<file path="config.mk">
export PLATFORM = sky130hd
export DESIGN_NAME = piarb_asa_lkup
export DESIGN_NICKNAME = d
export VERILOG_FILES = /design/src/rtl/piarb_asa_lkup_pkg.sv /design/src/rtl/sfifo_asa_lkup.sv /design/src/rtl/piarb_asa_lkup.sv
export SDC_FILE = /design/constraint.sdc
export NUM_CORES = 1
export LEC_CHECK = 0
export ABC_AREA = 0
export BUFFER_PORTS_ARGS = -buffer_cell sky130_fd_sc_hd__buf_2
export CAP_MARGIN = 20
export CORE_MARGIN = 5
export CORE_UTILIZATION = 23
export DETAILED_ROUTE_END_ITERATION = 10
export GPL_ROUTABILITY_DRIVEN = 1
export PLACE_DENSITY = 0.42
export SYNTH_ARGS = -nofsm -noshare
export SYNTH_HDL_FRONTEND = slang
export SYNTH_SLANG_ARGS = --single-unit
</file>
<file path="constraint.sdc">
create_clock -name clk -period 5.15 [get_ports clk]
set_input_delay 0.7725 -clock clk [delete_from_list [all_inputs] [get_ports clk]]
set_output_delay 0.7725 -clock clk [all_outputs]
set_load 0.02 [all_outputs]
</file>
<file path="src/rtl/piarb_asa_lkup_pkg.sv">
// piarb_asa_lkup_pkg
//   Shared widths and metadata types for the piarb ASA lookup stage.
//   piarb_asa_meta_type : entry popped from the piarb ASA metadata FIFO.
//   asa_lkup_meta_type  : that entry merged with the data read from the ASA table.
package piarb_asa_lkup_pkg;

    localparam int unsigned ASA_ID_NBITS   = 6;
    localparam int unsigned ASA_DATA_NBITS = 16;
    localparam int unsigned PORT_NBITS     = 4;
    localparam int unsigned TAG_NBITS      = 8;

    typedef struct packed {
        logic [PORT_NBITS-1:0]   port;
        logic [TAG_NBITS-1:0]    tag;
        logic [ASA_ID_NBITS-1:0] asa_id;
    } piarb_asa_meta_type;

    typedef struct packed {
        piarb_asa_meta_type        meta;
        logic [ASA_DATA_NBITS-1:0] asa_data;
    } asa_lkup_meta_type;

endpackage

</file>
<file path="src/rtl/sfifo_asa_lkup.sv">
// sfifo_asa_lkup
//   Output buffer of the ASA lookup stage: synchronous FIFO of asa_lkup_meta_type,
//   2**NBITS entries, head read straight out of the storage flops.
//   Ports:
//     clk, rst     clock, synchronous active-high reset (clears pointers and count)
//     push, wdata  write request and data
//     pop          read request (ignored when empty)
//     rdata        head entry, meaningful while ~empty
//     empty, full  status flags
//     count        occupancy, 0..2**NBITS (used by the caller's credit check)
module sfifo_asa_lkup
    import piarb_asa_lkup_pkg::*;
#(
    parameter int unsigned NBITS = 3
) (
    input  logic              clk,
    input  logic              rst,
    input  logic              push,
    input  asa_lkup_meta_type wdata,
    input  logic              pop,
    output asa_lkup_meta_type rdata,
    output logic              empty,
    output logic              full,
    output logic [NBITS:0]    count
);

    localparam int unsigned    DEPTH   = 1 << NBITS;
    localparam logic [NBITS:0] DEPTH_W = (NBITS + 1)'(DEPTH);

    asa_lkup_meta_type mem_q [DEPTH];
    logic [NBITS-1:0]  wr_ptr_q;
    logic [NBITS-1:0]  rd_ptr_q;
    logic [NBITS:0]    count_q;
    logic [NBITS:0]    count_d;
    logic              do_push;
    logic              do_pop;

    assign empty = (count_q == '0);
    assign full  = (count_q == DEPTH_W);
    assign count = count_q;
    assign rdata = mem_q[rd_ptr_q];

    assign do_pop  = pop & ~empty;
    // When full, a same-cycle pop frees the head slot, which is exactly where wr_ptr points.
    assign do_push = push & (~full | do_pop);

    always_comb begin
        count_d = count_q;
        unique case ({do_push, do_pop})
            2'b10:   count_d = count_q + (NBITS + 1)'(1);
            2'b01:   count_d = count_q - (NBITS + 1)'(1);
            default: ;
        endcase
    end

    always_ff @(posedge clk) begin
        if (rst) begin
            wr_ptr_q <= '0;
            rd_ptr_q <= '0;
            count_q  <= '0;
        end else begin
            if (do_push) wr_ptr_q <= wr_ptr_q + NBITS'(1);
            if (do_pop)  rd_ptr_q <= rd_ptr_q + NBITS'(1);
            count_q <= count_d;
        end
    end

    // Storage needs no reset: nothing is visible until count says so.
    always_ff @(posedge clk) begin
        if (do_push) mem_q[wr_ptr_q] <= wdata;
    end

endmodule

</file>
<file path="src/rtl/piarb_asa_lkup.sv">
// piarb_asa_lkup
//   Pops piarb ASA metadata entries, reads the ASA table at entry.asa_id with a fixed
//   latency, merges the returned data with the metadata and hands the result on through
//   a valid/ready output buffer. Issue is credit gated so the buffer can never overflow.
//   Optional build macro: PIARB_ASA_LKUP_STATS_EN adds lkup_cnt / stall_cnt outputs.
//   Reset port name comes from `RESET_SIG (defaults to rst); reset is synchronous,
//   active-high.
//   Ports:
//     clk                      clock
//     `RESET_SIG               synchronous reset
//     enable                   0 holds off new lookups; in-flight lookups complete
//     fifo_empty, fifo_dout    upstream FIFO status / head entry
//     fifo_rd                  upstream pop (combinational, equals tbl_rd)
//     tbl_rd, tbl_addr         ASA table read strobe / address
//     tbl_rdata                table data, valid LKUP_LAT cycles after tbl_rd
//     out_valid, out_meta      output buffer head
//     out_ready                downstream accept
//     lkup_cnt, stall_cnt      (stats build only) issue count / credit-stall cycles
//     busy                     lookup in flight or output buffer non-empty
`ifndef RESET_SIG
`define RESET_SIG rst
`endif

module piarb_asa_lkup
    import piarb_asa_lkup_pkg::*;
#(
    parameter int unsigned LKUP_LAT  = 3,
    parameter int unsigned OUT_NBITS = 3
) (
    input  logic                      clk,
    input  logic                      `RESET_SIG,
    input  logic                      enable,
    input  logic                      fifo_empty,
    input  piarb_asa_meta_type        fifo_dout,
    output logic                      fifo_rd,
    output logic                      tbl_rd,
    output logic [ASA_ID_NBITS-1:0]   tbl_addr,
    input  logic [ASA_DATA_NBITS-1:0] tbl_rdata,
    output logic                      out_valid,
    output asa_lkup_meta_type         out_meta,
    input  logic                      out_ready,
`ifdef PIARB_ASA_LKUP_STATS_EN
    output logic [31:0]               lkup_cnt,
    output logic [31:0]               stall_cnt,
`endif
    output logic                      busy
);

    localparam int unsigned        OUT_DEPTH   = 1 << OUT_NBITS;
    localparam int unsigned        CNT_NBITS   = OUT_NBITS + 1;
    localparam logic [CNT_NBITS:0] OUT_DEPTH_W = (CNT_NBITS + 1)'(OUT_DEPTH);

    logic                 issue;
    logic                 credit_ok;
    logic                 retire;
    logic                 obuf_empty;
    logic                 obuf_full;
    logic                 obuf_pop;
    logic [CNT_NBITS-1:0] obuf_count;
    logic [CNT_NBITS-1:0] inflight_q;
    logic [CNT_NBITS-1:0] inflight_d;
    logic [CNT_NBITS:0]   outstanding;
    asa_lkup_meta_type    retire_data;

    logic                 pipe_vld_q  [LKUP_LAT];
    piarb_asa_meta_type   pipe_meta_q [LKUP_LAT];

    // Every issued entry holds a buffer slot from issue until it is popped downstream,
    // so the buffer can absorb all in-flight results no matter how long out_ready stalls.
    assign outstanding = {1'b0, inflight_q} + {1'b0, obuf_count};
    assign credit_ok   = (outstanding < OUT_DEPTH_W);
    assign issue       = enable & ~fifo_empty & credit_ok;

    assign fifo_rd  = issue;
    assign tbl_rd   = issue;
    assign tbl_addr = fifo_dout.asa_id;

    // Lookup pipeline: metadata travels alongside the table read.
    always_ff @(posedge clk) begin
        if (`RESET_SIG) pipe_vld_q[0] <= 1'b0;
        else            pipe_vld_q[0] <= issue;
    end

    always_ff @(posedge clk) begin
        pipe_meta_q[0] <= fifo_dout;
    end

    for (genvar i = 1; i < LKUP_LAT; i++) begin : g_stage
        always_ff @(posedge clk) begin
            if (`RESET_SIG) pipe_vld_q[i] <= 1'b0;
            else            pipe_vld_q[i] <= pipe_vld_q[i-1];
        end

        always_ff @(posedge clk) begin
            pipe_meta_q[i] <= pipe_meta_q[i-1];
        end
    end

    // Table data lines up with the last stage; data for flushed lookups is dropped here.
    assign retire               = pipe_vld_q[LKUP_LAT-1];
    assign retire_data.meta     = pipe_meta_q[LKUP_LAT-1];
    assign retire_data.asa_data = tbl_rdata;

    always_comb begin
        inflight_d = inflight_q;
        unique case ({issue, retire})
            2'b10:   inflight_d = inflight_q + CNT_NBITS'(1);
            2'b01:   inflight_d = inflight_q - CNT_NBITS'(1);
            default: ;
        endcase
    end

    always_ff @(posedge clk) begin
        if (`RESET_SIG) inflight_q <= '0;
        else            inflight_q <= inflight_d;
    end

    assign out_valid = ~obuf_empty;
    assign obuf_pop  = out_valid & out_ready;
    assign busy      = (inflight_q != '0) | out_valid;

    sfifo_asa_lkup #(
        .NBITS (OUT_NBITS)
    ) u_obuf (
        .clk   (clk),
        .rst   (`RESET_SIG),
        .push  (retire),
        .wdata (retire_data),
        .pop   (obuf_pop),
        .rdata (out_meta),
        .empty (obuf_empty),
        .full  (obuf_full),
        .count (obuf_count)
    );

`ifdef PIARB_ASA_LKUP_STATS_EN
    always_ff @(posedge clk) begin
        if (`RESET_SIG) begin
            lkup_cnt  <= '0;
            stall_cnt <= '0;
        end else begin
            if (issue) lkup_cnt <= lkup_cnt + 32'd1;
            // Saturates so a long stall never reads back as a small number.
            if (enable & ~fifo_empty & ~credit_ok & (stall_cnt != '1)) begin
                stall_cnt <= stall_cnt + 32'd1;
            end
        end
    end
`endif

`ifndef SYNTHESIS
    // A result arriving with no room and no pop would be lost.
    a_obuf_overflow: assert property (@(posedge clk) disable iff (`RESET_SIG)
        !(retire && obuf_full && !obuf_pop));
    a_inflight_underflow: assert property (@(posedge clk) disable iff (`RESET_SIG)
        !(retire && (inflight_q == '0)));
`endif

endmodule
</file>
* Word-level counts from Yosys, hierarchy flattened *
Memory sizes are Yosys's and may differ from the RTL's. A register that Yosys moved wholly into a read port is not among the register bits.
Cells that the tools add are included.

storage, ports and cells
  bits in writable memories = 329
  output and inout bits = 44
  flip-flop bits (word level) = 14
  input bits = 39
  memories = 3
  word-level logic and storage cells = 49

operators by class
  reductions and logical operators = 4
  bitwise logic cells = 13
  eq/ne operators = 5
  add/sub/neg operators = 7
  muxes and demuxes = 12
  $lt $le $gt $ge = 1

memories
  name          depth  bits a word  rd ports  clocked after Yosys merged registers in  wr ports  RTL line              RTL
  u_obuf.mem_q  8      34           1         1                                        1         sfifo_asa_lkup.sv:30  asa_lkup_meta_type mem_q [DEPTH];
  pipe_meta_q   3      18           3         0                                        3         piarb_asa_lkup.sv:66  piarb_asa_meta_type pipe_meta_q [LKUP_LAT];
  pipe_vld_q    3      1            3         0                                        3         piarb_asa_lkup.sv:65  logic pipe_vld_q [LKUP_LAT];

operators by type and width
  operator                                                                       number
  4-bit case mux with 2 select lines                                             2
  4-bit by 1-bit adder with 4-bit output (second input constant)                 2
  1-bit 2-to-1 mux                                                               8
  4-bit by 1-bit subtractor with 4-bit output (second input constant)            2
  3-bit by 1-bit adder with 3-bit output (second input constant)                 2
  3-bit 2-to-1 mux                                                               2
  4-bit by 4-bit adder with 5-bit output                                         1
  1-bit bitwise AND                                                              5
  5-bit by 4-bit less-than comparator with 1-bit output (second input constant)  1
  1-bit bitwise OR                                                               5
  2-bit by 1-bit equality test with 1-bit output (second input constant)         2
  2-bit equality test (second input constant)                                    2
  4-bit equality test (second input constant)                                    1
  4-bit zero test                                                                1
  2-bit nonzero test                                                             2
  4-bit nonzero test                                                             1
  1-bit NOT                                                                      3

* Logic depth before layout (Yosys ltp) *
Gate-level depths: netlist (run 1).

  depth after elaboration = 8
  depth in mapped cells = 11
  mapped depth without buffers = 11

* Hierarchy *
Synthesis (run 1) repeated with hierarchy kept, for this count alone.

second synthesis, totals
  cells, all modules = 584
  area total of the unflattened synthesis = 12607.1 µm²

modules (own cells, without submodules)
  module          area each (µm²)  times used  cells an instance  seq. area each (µm²)
  sfifo_asa_lkup  11066.9          1           477                8428.1
  piarb_asa_lkup  1540.2           1           107                1221.2

* Worst setup path after synthesis (run 1) *
Ideal clock, no wire load.

  kind = input-to-reg
  start = input out_ready
  end = memory u_obuf.mem_q[0][0] (netlist name), enable pin
  path buffers = 0
  slack = 1.052 ns
  library setup time = 0.468 ns
  stages = 4
  data arrival time = 3.630 ns
  required time = 4.682 ns
  path through = nand2b_1 > o21ai_1 > or2_1 > nor3_1

on the way
  longest elaborated chain between the ends = 6

RTL lines
  element                                 RTL line               RTL
  from (decl)                             piarb_asa_lkup.sv:41   input logic out_ready,
  1-bit bitwise AND                       piarb_asa_lkup.sv:119  assign obuf_pop = out_valid & out_ready;
  1-bit bitwise AND                       sfifo_asa_lkup.sv:43   assign do_pop = pop & ~empty;
  1-bit bitwise OR                        sfifo_asa_lkup.sv:45   assign do_push = push & (~full | do_pop);
  1-bit bitwise AND                       sfifo_asa_lkup.sv:45
  1-bit 2-to-1 mux                        sfifo_asa_lkup.sv:70   if (do_push) mem_q[wr_ptr_q] <= wdata;
  1-bit 2-to-1 mux (implied by the code)  sfifo_asa_lkup.sv:70
  to (decl)                               sfifo_asa_lkup.sv:30

No other way between the ends.

==> impl_metrics.tcl, run 1 <==
set metrics [dict create \
    floorplan.rows 85 \
    final.period_utilization_pct 70.4 \
    detail_route.wl_per_cell_um 18.9 \
    finalMaxSlewViolations 0 \
    layout.cells.most_common "sky130_fd_sc_hd__edfxtp_1" \
    fmax_mhz 276 \
    holdPathEnd "pipe_meta_q[0][11]" \
    worstPathMaxFanout 38 \
    design.final.nets 731 \
    clk-insertion-delay-late_ps 560 \
    synth_seq_cells 346 \
    fin_hold_ws_ps 305 \
    crit-reg2reg-launch "u_obuf.count[1]" \
    cts_inserted_buffers 40 \
    timing.final.crit_period_ps 3630 \
    sequential_area_share_after_synthesis_pct 77.2 \
    number_of_enable_flip_flop_cells_after_synthesis 272 \
    yosys.area.top_type_share_pct 65.3 \
    met3_wl_um 1120 \
    worst_min_path_class "in -> reg" \
    synth.yosys.warnings 0 \
    gp_congestion 0.639 \
    crit_path_required_time_ps 4380 \
    initial_utilization_pct 23.2 \
    synth_cell_type_count 35 \
    met2RoutedLength_um 12900 \
    syn_area_per_cell_um2 21.7 \
    critical_path_class "reg -> out" \
    cellLeakagePower_nw 4.91 \
    syn_inst 576 \
    max_stage_delay_ps 790 \
    area_of_the_core_um2 53800 \
    finalSetupTns_ps 0 \
    grt_overflow_total 0 \
    post-synth-top-area-cell "sky130_fd_sc_hd__edfxtp_1" \
    buffer_ports.inserted 82 \
    post_cts_setup_buffers 0 \
    finalClockSkew_ps 22.4 \
    ctsResizeCount 0 \
    ys_async_sr_fraction_pct 0 \
    reg2reg_depth 10 \
    rsz0062_at_grt "false" \
    hold_viol_final 0 \
    synth.area.top_cells "sky130_fd_sc_hd__edfxtp_1 65%, sky130_fd_sc_hd__dfxtp_1 12%, sky130_fd_sc_hd__mux4_2 11%" \
    postRouteAntennaNets 0 \
    chipWidth_um 243 \
    fillCellCount 5353 \
    worstHoldStart "fifo_dout[11]" \
    first_global_vias 6272 \
    total_wirelength_of_the_detailed_routed_design_um 26600 \
    postPlaceCellArea_um2 13700 \
    clock-sinks 346 \
    dr_total_vias 5594 \
    r2r_end "inflight_q[3]" \
    antenna_violations_before_repair 2 \
    r2r_slack_ps 2380 \
    dp_worst_setup_slack_ps 1850 \
    hold_depth 1 \
    clock_path_buffers 3 \
    setup.worst_path.end_class "primary output" \
    final_layout_size_suffix_gt1_share_pct 36.1 \
    ir_drop_v 0.000216 \
    fin_ws_ps 1520 \
    first_pass_grt_wire_length_um 40600 \
    routedLengthMet1_um 11900 \
    powerDensity_nw_per_um2 398 \
    critical_path.cell_chain "buf_12 -> mux4_1 -> mux2_4 -> buf_2" \
    final_area_um2 15000 \
    dieArea_um2 59100 \
    mappedNetlistNets 628 \
    arrival_ps 2850 \
    dpl.hpwl_um 14900 \
    num_antenna_cells 0 \
    synthesis.area_um2 12500 \
    timing.critical_path.from_type "register" \
    synth_ff_type "sky130_fd_sc_hd__edfxtp_1" \
    ctsHoldBuffers 0 \
    die_y_um 243 \
    run_status "complete, no violations" \
    drt_first_iter_violations 252 \
    slowest_cell_on_crit_path "sky130_fd_sc_hd__dfxtp_4" \
    cts_tree "built" \
    drcViolationCount 0 \
    clk_pin_slew_ps 60 \
    route.detailed.vias_per_inst 3.98 \
    detailedRoute.firstPassIterationCount 4 \
    number_of_i_o_pins 83 \
    slew-limit-headroom_pct 29.6 \
    cts_htree_levels 2 \
    pwr_total_mw 5.98 \
    most-common-layout-cells "272 x sky130_fd_sc_hd__edfxtp_1, 82 x sky130_fd_sc_hd__buf_2, 71 x sky130_fd_sc_hd__dfxtp_1" \
    maximum_number_of_pins_on_one_net_before_global_route_repair 51 \
    syn_to_final_growth_pct 20.0 \
    maxCapViolations 0 \
    grt_use_total_pct 9.06 \
    top_signal_layer_used "met5" \
    worst_slew_pin_slew_ps 1050 \
    finalSetupViolations 0 \
    root_buffer "sky130_fd_sc_hd__clkbuf_16" \
]
sequential cells by signal (all words and copies together) (netlist names), named ones only:
name / flops
pipe_meta_q: 54
u_obuf.wr_ptr_q: 3
inflight_q: 4
u_obuf.count: 4
u_obuf.mem_q: 272
pipe_vld_q: 3
u_obuf.rd_ptr_q: 3
per-stage QoR:
stage,instances,utilization (%)
detailed placement,1333,25.5
floorplan,576,-
global route,1407,27.9
finish,1407,27.9
global placement,1333,25.5
CTS,1407,27.9
metal layers:
layer,GRT usage (%),vias to the layer above
met5,0,-
met4,3.00,4
met3,2.50,56
met2,14.9,102
met1,11.7,2915
li1,-,2517
how the worst max path moves through the flow:
stage / end / slack [ps] / cells after the start
final: out_meta[30] / 1520 / 4
after global routing: out_meta[29] / 1310 / 4
after CTS: out_meta[30] / 1390 / 4
after detailed placement: u_obuf.mem_q[2][9] / 1850 / 6
after global placement: u_obuf.mem_q[2][9] / 1870 / 6
after floorplan: u_obuf.mem_q[0][0] / 1050 / 4
layout make-up:
class,count,area [um2],share of cell area (%)
Sequential cell,346,9660,64.4
Multi-Input combinational cell,190,2660,17.8
Clock buffer,53,1060,7.06
Tap cell,696,871,5.80
Timing Repair Buffer,93,505,3.37
Clock inverter,21,216,1.44
Inverter,8,30.0,0.200
cells in the mapped netlist (4+ instances only):
cell / n
sky130_fd_sc_hd__edfxtp_1: 272
sky130_fd_sc_hd__dfxtp_1: 74
sky130_fd_sc_hd__mux4_2: 59
sky130_fd_sc_hd__nor2_1: 23
sky130_fd_sc_hd__mux2_4: 20
sky130_fd_sc_hd__mux2_2: 14
sky130_fd_sc_hd__clkbuf_1: 13
sky130_fd_sc_hd__a21oi_1: 12
sky130_fd_sc_hd__ha_1: 11
sky130_fd_sc_hd__mux4_1: 9
sky130_fd_sc_hd__buf_2: 7
sky130_fd_sc_hd__buf_4: 7
sky130_fd_sc_hd__inv_1: 7
sky130_fd_sc_hd__xor2_1: 7
sky130_fd_sc_hd__nand3_1: 5
sky130_fd_sc_hd__nand2_1: 4
kinds of logic after synthesis:
family	count (synthesis)	share of synthesized area, %
DFF	346	77.2
muxes	103	16.3
xor gates and xnor gates	7	0.490
buffers and inverters	40	1.96
and+or+nand+nor	49	1.89
adders and majority gates	13	1.42
AOI/OAI and AO/OA	18	0.800
report_power, final:
group | leakage [nW] | internal [mW] | switching, mW
logic | 1.22 | 0.0828 | 0.0905
clock network | 0.623 | 1.58 | 1.15
registers | 3.07 | 3.04 | 0.0340
total | 4.91 | 4.70 | 1.28
worst max-delay path: cells and delay by family, from the launching register on:
kind	cells	cell delay (ps)
buffers and inverters	2	560
multiplexers	2	890
flip-flops	1	790
No activity file was read; power rests on OpenSTA's default activity.
==> inputs of run 2 (changes only) <==
==> constraint.sdc (replaced) <==
create_clock -name clk -period 3.5 [get_ports clk]
set_input_delay 0.525 -clock clk [delete_from_list [all_inputs] [get_ports clk]]
set_output_delay 0.525 -clock clk [all_outputs]
set_load 0.02 [all_outputs]
==> impl_metrics.tcl, run 2 (synthesized netlist as in run 1, its figures left out) <==
set metrics [dict create \
    fillCellCount 5355 \
    grt_overflow_total 0 \
    max_stage_delay_ps 600 \
    final_area_um2 15100 \
    clk_pin_slew_ps 60 \
    cts_tree "built" \
    rsz0062_at_grt "false" \
    route.detailed.vias_per_inst 3.94 \
    drt_first_iter_violations 256 \
    gp_congestion 0.644 \
    hold_depth 1 \
    postRouteAntennaNets 0 \
    setup.worst_path.end_class "primary output" \
    grt_use_total_pct 9.04 \
    path_delay_family "multiplexers" \
    largest_register "u_obuf.mem_q" \
    first_global_vias 6120 \
    post_cts_setup_buffers 0 \
    area_of_the_core_um2 53800 \
    finalSetupTns_ps 0 \
    timing.critical_path.from_type "register" \
    run_status "complete, no violations" \
    slew-limit-headroom_pct 41.5 \
    slowest_cell_on_crit_path "sky130_fd_sc_hd__dfxtp_4" \
    finalClockSkew_ps 11.6 \
    finalSetupViolations 0 \
    ir_drop_v 0.000258 \
    worstSetupPathDepth 4 \
    detail_route.wl_per_cell_um 18.9 \
    worst_min_path_class "in -> reg" \
    die_y_um 243 \
    clock-sinks 346 \
    floorplan.rows 85 \
    worstPathMaxFanout 33 \
    timing.final.crit_period_ps 3070 \
    crit-reg2reg-launch "u_obuf.count[3]" \
    initial_utilization_pct 23.2 \
    buffer_ports.inserted 82 \
    syn_to_final_growth_pct 20.9 \
    critical_path_class "reg -> out" \
    fmax_mhz 325 \
    drcViolationCount 0 \
    arrival_ps 2550 \
    ctsResizeCount 0 \
    design.final.nets 740 \
    netSwitchingFraction_pct 20.7 \
    worstHoldStart "fifo_dout[10]" \
    clk-insertion-delay-late_ps 540 \
    final_core_utilization_pct 28.1 \
    layout.cells.most_common "sky130_fd_sc_hd__edfxtp_1" \
    pwr_total_mw 8.85 \
    reg2reg_depth 9 \
    dpl.hpwl_um 15200 \
    cellLeakagePower_nw 4.95 \
    power.share.combinational_pct 3.0 \
    number_of_i_o_pins 83 \
    cp_num_buf_inv 2 \
    hold_viol_final 0 \
    chipWidth_um 243 \
    crit_path_required_time_ps 2970 \
    reg.largest.list "u_obuf.mem_q: 272 flops, pipe_meta_q: 54 flops" \
    fin_ws_ps 426 \
    cellInternalPower_mw 7.02 \
    num_antenna_cells 0 \
    ctsHoldBuffers 0 \
    maximum_number_of_pins_on_one_net_before_global_route_repair 35 \
    dieArea_um2 59100 \
    detailedRoute.firstPassIterationCount 4 \
    seq_power_share_pct 51.0 \
    cts_inserted_buffers 41 \
    critical_path.cell_chain "buf_12 -> mux4_2 -> mux2_2 -> buf_2" \
    most-common-layout-cells "272 x sky130_fd_sc_hd__edfxtp_1, 82 x sky130_fd_sc_hd__buf_2, 71 x sky130_fd_sc_hd__dfxtp_1" \
    postPlaceCellArea_um2 13800 \
    dr_total_vias 5581 \
    dp_worst_setup_slack_ps 747 \
    cts_htree_levels 2 \
    power_switching_mw 1.83 \
    fin_cells 1416 \
    root_buffer "sky130_fd_sc_hd__clkbuf_16" \
    powerDensity_nw_per_um2 585 \
    fin_hold_ws_ps 78.5 \
    clock_power_share_pct 46.0 \
    finalMaxSlewViolations 0 \
    total_wirelength_of_the_detailed_routed_design_um 26700 \
    first_pass_grt_wire_length_um 40300 \
    worst_slew_pin_slew_ps 874 \
    final.period_utilization_pct 87.8 \
    final_layout_size_suffix_gt1_share_pct 36.8 \
    maxCapViolations 0 \
    antenna_violations_before_repair 0 \
    largest_register_ff_count 272 \
    dpl.cell_count 1341 \
    clock_path_buffers 3 \
]
[run 2: cell count changes in the layout (fill, tap and decap cells not counted), sizes merged]
| cell | previous run | this run |
|---|---|---|
| buf | 93 | 101 |
| clkinv | 13 | 17 |
| clkbuf | 53 | 51 |
| inv | 12 | 10 |
| bufinv | 2 | 3 |
[run 2: area by class of cell]
class / instances / area, um2 / share of cell area (%)
Clock inverter: 24 / 209 / 1.38
Multi-Input combinational cell: 190 / 2680 / 17.7
Clock buffer: 51 / 1080 / 7.17
Inverter: 8 / 30.0 / 0.199
Tap cell: 696 / 871 / 5.76
Sequential cell: 346 / 9660 / 63.9
Timing Repair Buffer: 101 / 591 / 3.91
[run 2: per-layer routing]
metal	up-vias	global-route usage [%]	wire length (um)
li1	2539	-	-
met1	2894	12.0	12500
met2	106	14.6	12600
met4	0	3.15	546
met5	-	0	0
met3	42	2.15	1110
[run 2: power by group through the flow]
stage	clock network [mW]	logic, mW	registers [mW]
after floorplan	0	0.192	4.58
after global placement	0	0.271	4.60
after detailed placement	0	0.271	4.60
after CTS	4.23	0.272	4.51
after global routing	4.40	0.289	4.52
final	4.07	0.263	4.51
[run 2: worst paths after layout]
check	slack, ps	endpoint
min	80	pipe_meta_q[0][10]
min reg2reg	320	pipe_meta_q[0][42]
max	430	out_meta[5]
max reg2reg	790	u_obuf.count[3]
==> inputs of run 3 (changes only) <==
==> constraint.sdc (replaced) <==
create_clock -name clk -period 3.1 [get_ports clk]
set_input_delay 0.465 -clock clk [delete_from_list [all_inputs] [get_ports clk]]
set_output_delay 0.465 -clock clk [all_outputs]
set_load 0.02 [all_outputs]
==> impl_metrics.tcl, run 3 (synthesized netlist as in run 1, its figures left out) <==
set metrics [dict create \
    detailedRoute.firstPassIterationCount 4 \
    finalMaxSlewViolations 0 \
    setup.worst_path.end_class "primary output" \
    r2r_slack_ps 400 \
    slowest_cell_on_crit_path "sky130_fd_sc_hd__mux4_1" \
    final.period_utilization_pct 89.8 \
    routedLengthMet1_um 12200 \
    first_global_vias 6142 \
    cellInternalPower_mw 8.15 \
    layout.cells.most_common "sky130_fd_sc_hd__edfxtp_1" \
    final_layout_size_suffix_gt1_share_pct 37.0 \
    worst_min_path_class "in -> reg" \
    postPlaceCellArea_um2 13900 \
    die_y_um 243 \
    syn_to_final_growth_pct 24.1 \
    clk_pin_slew_ps 60 \
    cts_tree "built" \
    cellLeakagePower_nw 5.14 \
    maxCapViolations 0 \
    cp_num_buf_inv 3 \
    powerDensity_nw_per_um2 663 \
    critical_path.cell_chain "buf_12 -> buf_4 -> mux4_1 -> mux2_4 -> buf_2" \
    dpl.hpwl_um 15000 \
    power.share.combinational_pct 3.2 \
    route.detailed.vias_per_inst 3.93 \
    number_of_i_o_pins 83 \
    drcViolationCount 0 \
    antenna_violations_before_repair 0 \
    design.final.nets 770 \
    slew-limit-headroom_pct 64.3 \
    ir_drop_v 0.000326 \
    clock_path_buffers 3 \
    met2RoutedLength_um 12600 \
    crit_path_required_time_ps 2630 \
    dieArea_um2 59100 \
    finalSetupViolations 0 \
    buffer_ports.inserted 82 \
    run_status "complete, no violations" \
    num_antenna_cells 0 \
    floorplan.rows 85 \
    cts_inserted_buffers 42 \
    timing.critical_path.from_type "register" \
    most-common-layout-cells "272 x sky130_fd_sc_hd__edfxtp_1, 82 x sky130_fd_sc_hd__buf_2, 71 x sky130_fd_sc_hd__dfxtp_1" \
    clock-sinks 346 \
    worst_slew_pin_slew_ps 534 \
    top_signal_layer_used "met4" \
    ctsResizeCount 0 \
    pwr_total_mw 10.3 \
    grt_overflow_total 0 \
    clock_power_share_pct 47.3 \
    rsz0062_at_grt "false" \
    largest_register_ff_count 272 \
    hold_viol_final 0 \
    finalSetupTns_ps 0 \
    netSwitchingFraction_pct 20.7 \
    gp_congestion 0.683 \
    seq_power_share_pct 49.5 \
    postRouteAntennaNets 0 \
    root_buffer "sky130_fd_sc_hd__clkbuf_16" \
    cts_htree_levels 2 \
    chipWidth_um 243 \
    power_switching_mw 2.13 \
    largest_register "u_obuf.mem_q" \
    total_wirelength_of_the_detailed_routed_design_um 26600 \
    max_stage_delay_ps 560 \
    drt_first_iter_violations 264 \
    path_delay_family "multiplexers" \
    timing.final.crit_period_ps 2780 \
    met3_wl_um 1260 \
    final_area_um2 15500 \
    maximum_number_of_pins_on_one_net_before_global_route_repair 69 \
    grt_use_total_pct 8.97 \
    reg.largest.list "u_obuf.mem_q: 272 flops, pipe_meta_q: 54 flops" \
    finalClockSkew_ps 15.8 \
    arrival_ps 2320 \
    fmax_mhz 359 \
    worstPathMaxFanout 7 \
    first_pass_grt_wire_length_um 40000 \
    initial_utilization_pct 23.2 \
    clk-insertion-delay-late_ps 560 \
    dr_total_vias 5691 \
    critical_path_class "reg -> out" \
    area_of_the_core_um2 53800 \
    detail_route.wl_per_cell_um 18.4 \
]
[run 3: changes by cell type in the layout (fill, tap and decap cells not counted)]
cell,before,now
sky130_fd_sc_hd__clkinv_2,6,7
sky130_fd_sc_hd__bufinv_16,3,5
sky130_fd_sc_hd__clkbuf_16,41,42
sky130_fd_sc_hd__clkbuf_1,8,7
sky130_fd_sc_hd__inv_6,2,1
sky130_fd_sc_hd__clkinv_16,0,1
sky130_fd_sc_hd__buf_4,16,24
sky130_fd_sc_hd__clkbuf_8,2,0
sky130_fd_sc_hd__clkinv_1,8,9
sky130_fd_sc_hd__clkinvlp_4,2,1
sky130_fd_sc_hd__inv_16,0,1
sky130_fd_sc_hd__buf_12,3,6
sky130_fd_sc_hd__dlygate4sd3_1,0,18
[run 3: worst register-to-register path: stages (launching register included)]
cell and delay (ps):
sky130_fd_sc_hd__dfxtp_1 420, sky130_fd_sc_hd__ha_1 250, sky130_fd_sc_hd__and3_1 170, sky130_fd_sc_hd__o21ai_0 140, sky130_fd_sc_hd__nand3_1 150, sky130_fd_sc_hd__ha_1 270, sky130_fd_sc_hd__ha_1 330, sky130_fd_sc_hd__a21oi_1 180
sky130_fd_sc_hd__a21oi_1 100, sky130_fd_sc_hd__or4_1 470, sky130_fd_sc_hd__a21oi_1 140
[run 3: timing repair]
action | CTS | global route
hold endpoints to repair | 18 | 0
setup buffers | 0 | 8
hold buffers | 18 | 0
setup endpoints to repair | 0 | 2
[run 3: layout make-up]
cell class / instances / area (um2)
timing repair buffer: 130 / 891
multi-input combinational: 190 / 2680
tap: 696 / 871
clock buffer: 49 / 1080
sequential: 346 / 9660
inverter: 8 / 30.0
clock inverter: 28 / 312
fill: 5305 / 38300
[run 3: power groups by stage]
stage | clock network [mW] | registers [mW] | logic [mW]
global route | 5.25 | 5.09 | 0.364
detailed placement | 0 | 5.19 | 0.308
global placement | 0 | 5.19 | 0.309
CTS | 5.05 | 5.09 | 0.326
finish | 4.86 | 5.09 | 0.332
floorplan | 0 | 5.17 | 0.217
[run 3: path summary, 6_finish.rpt]
| kind | depth (start not counted) | from | to |
|---|---|---|---|
| max | 5 | register | out_meta[19] |
| min reg2reg | 0 | pipe_meta_q[0][1] | pipe_meta_q[0][19] |
| max reg2reg | 10 | u_obuf.count[1] | inflight_q[3] |
| min | 1 | tbl_rdata[4] | u_obuf.mem_q[0][4] |
[run 3: layer usage]
metal	track usage [%]	vias to the layer above
li1	-	2605
met1	11.9	2921
met2	14.4	121
met3	2.44	44
met4	2.74	0
met5	0	-
[run 3: stage by stage]
step / cells / hold slack [ps] / utilization (%) / worst slack (ps)
after floorplan: 576 / 310 / - / 224
after global placement: 1344 / 311 / 25.8 / 452
after detailed placement: 1344 / 312 / 25.8 / 417
after CTS: 1439 / 137 / 28.7 / 51.2
after global routing: 1447 / 157 / 28.8 / 134
final: 1447 / 178 / 28.8 / 316
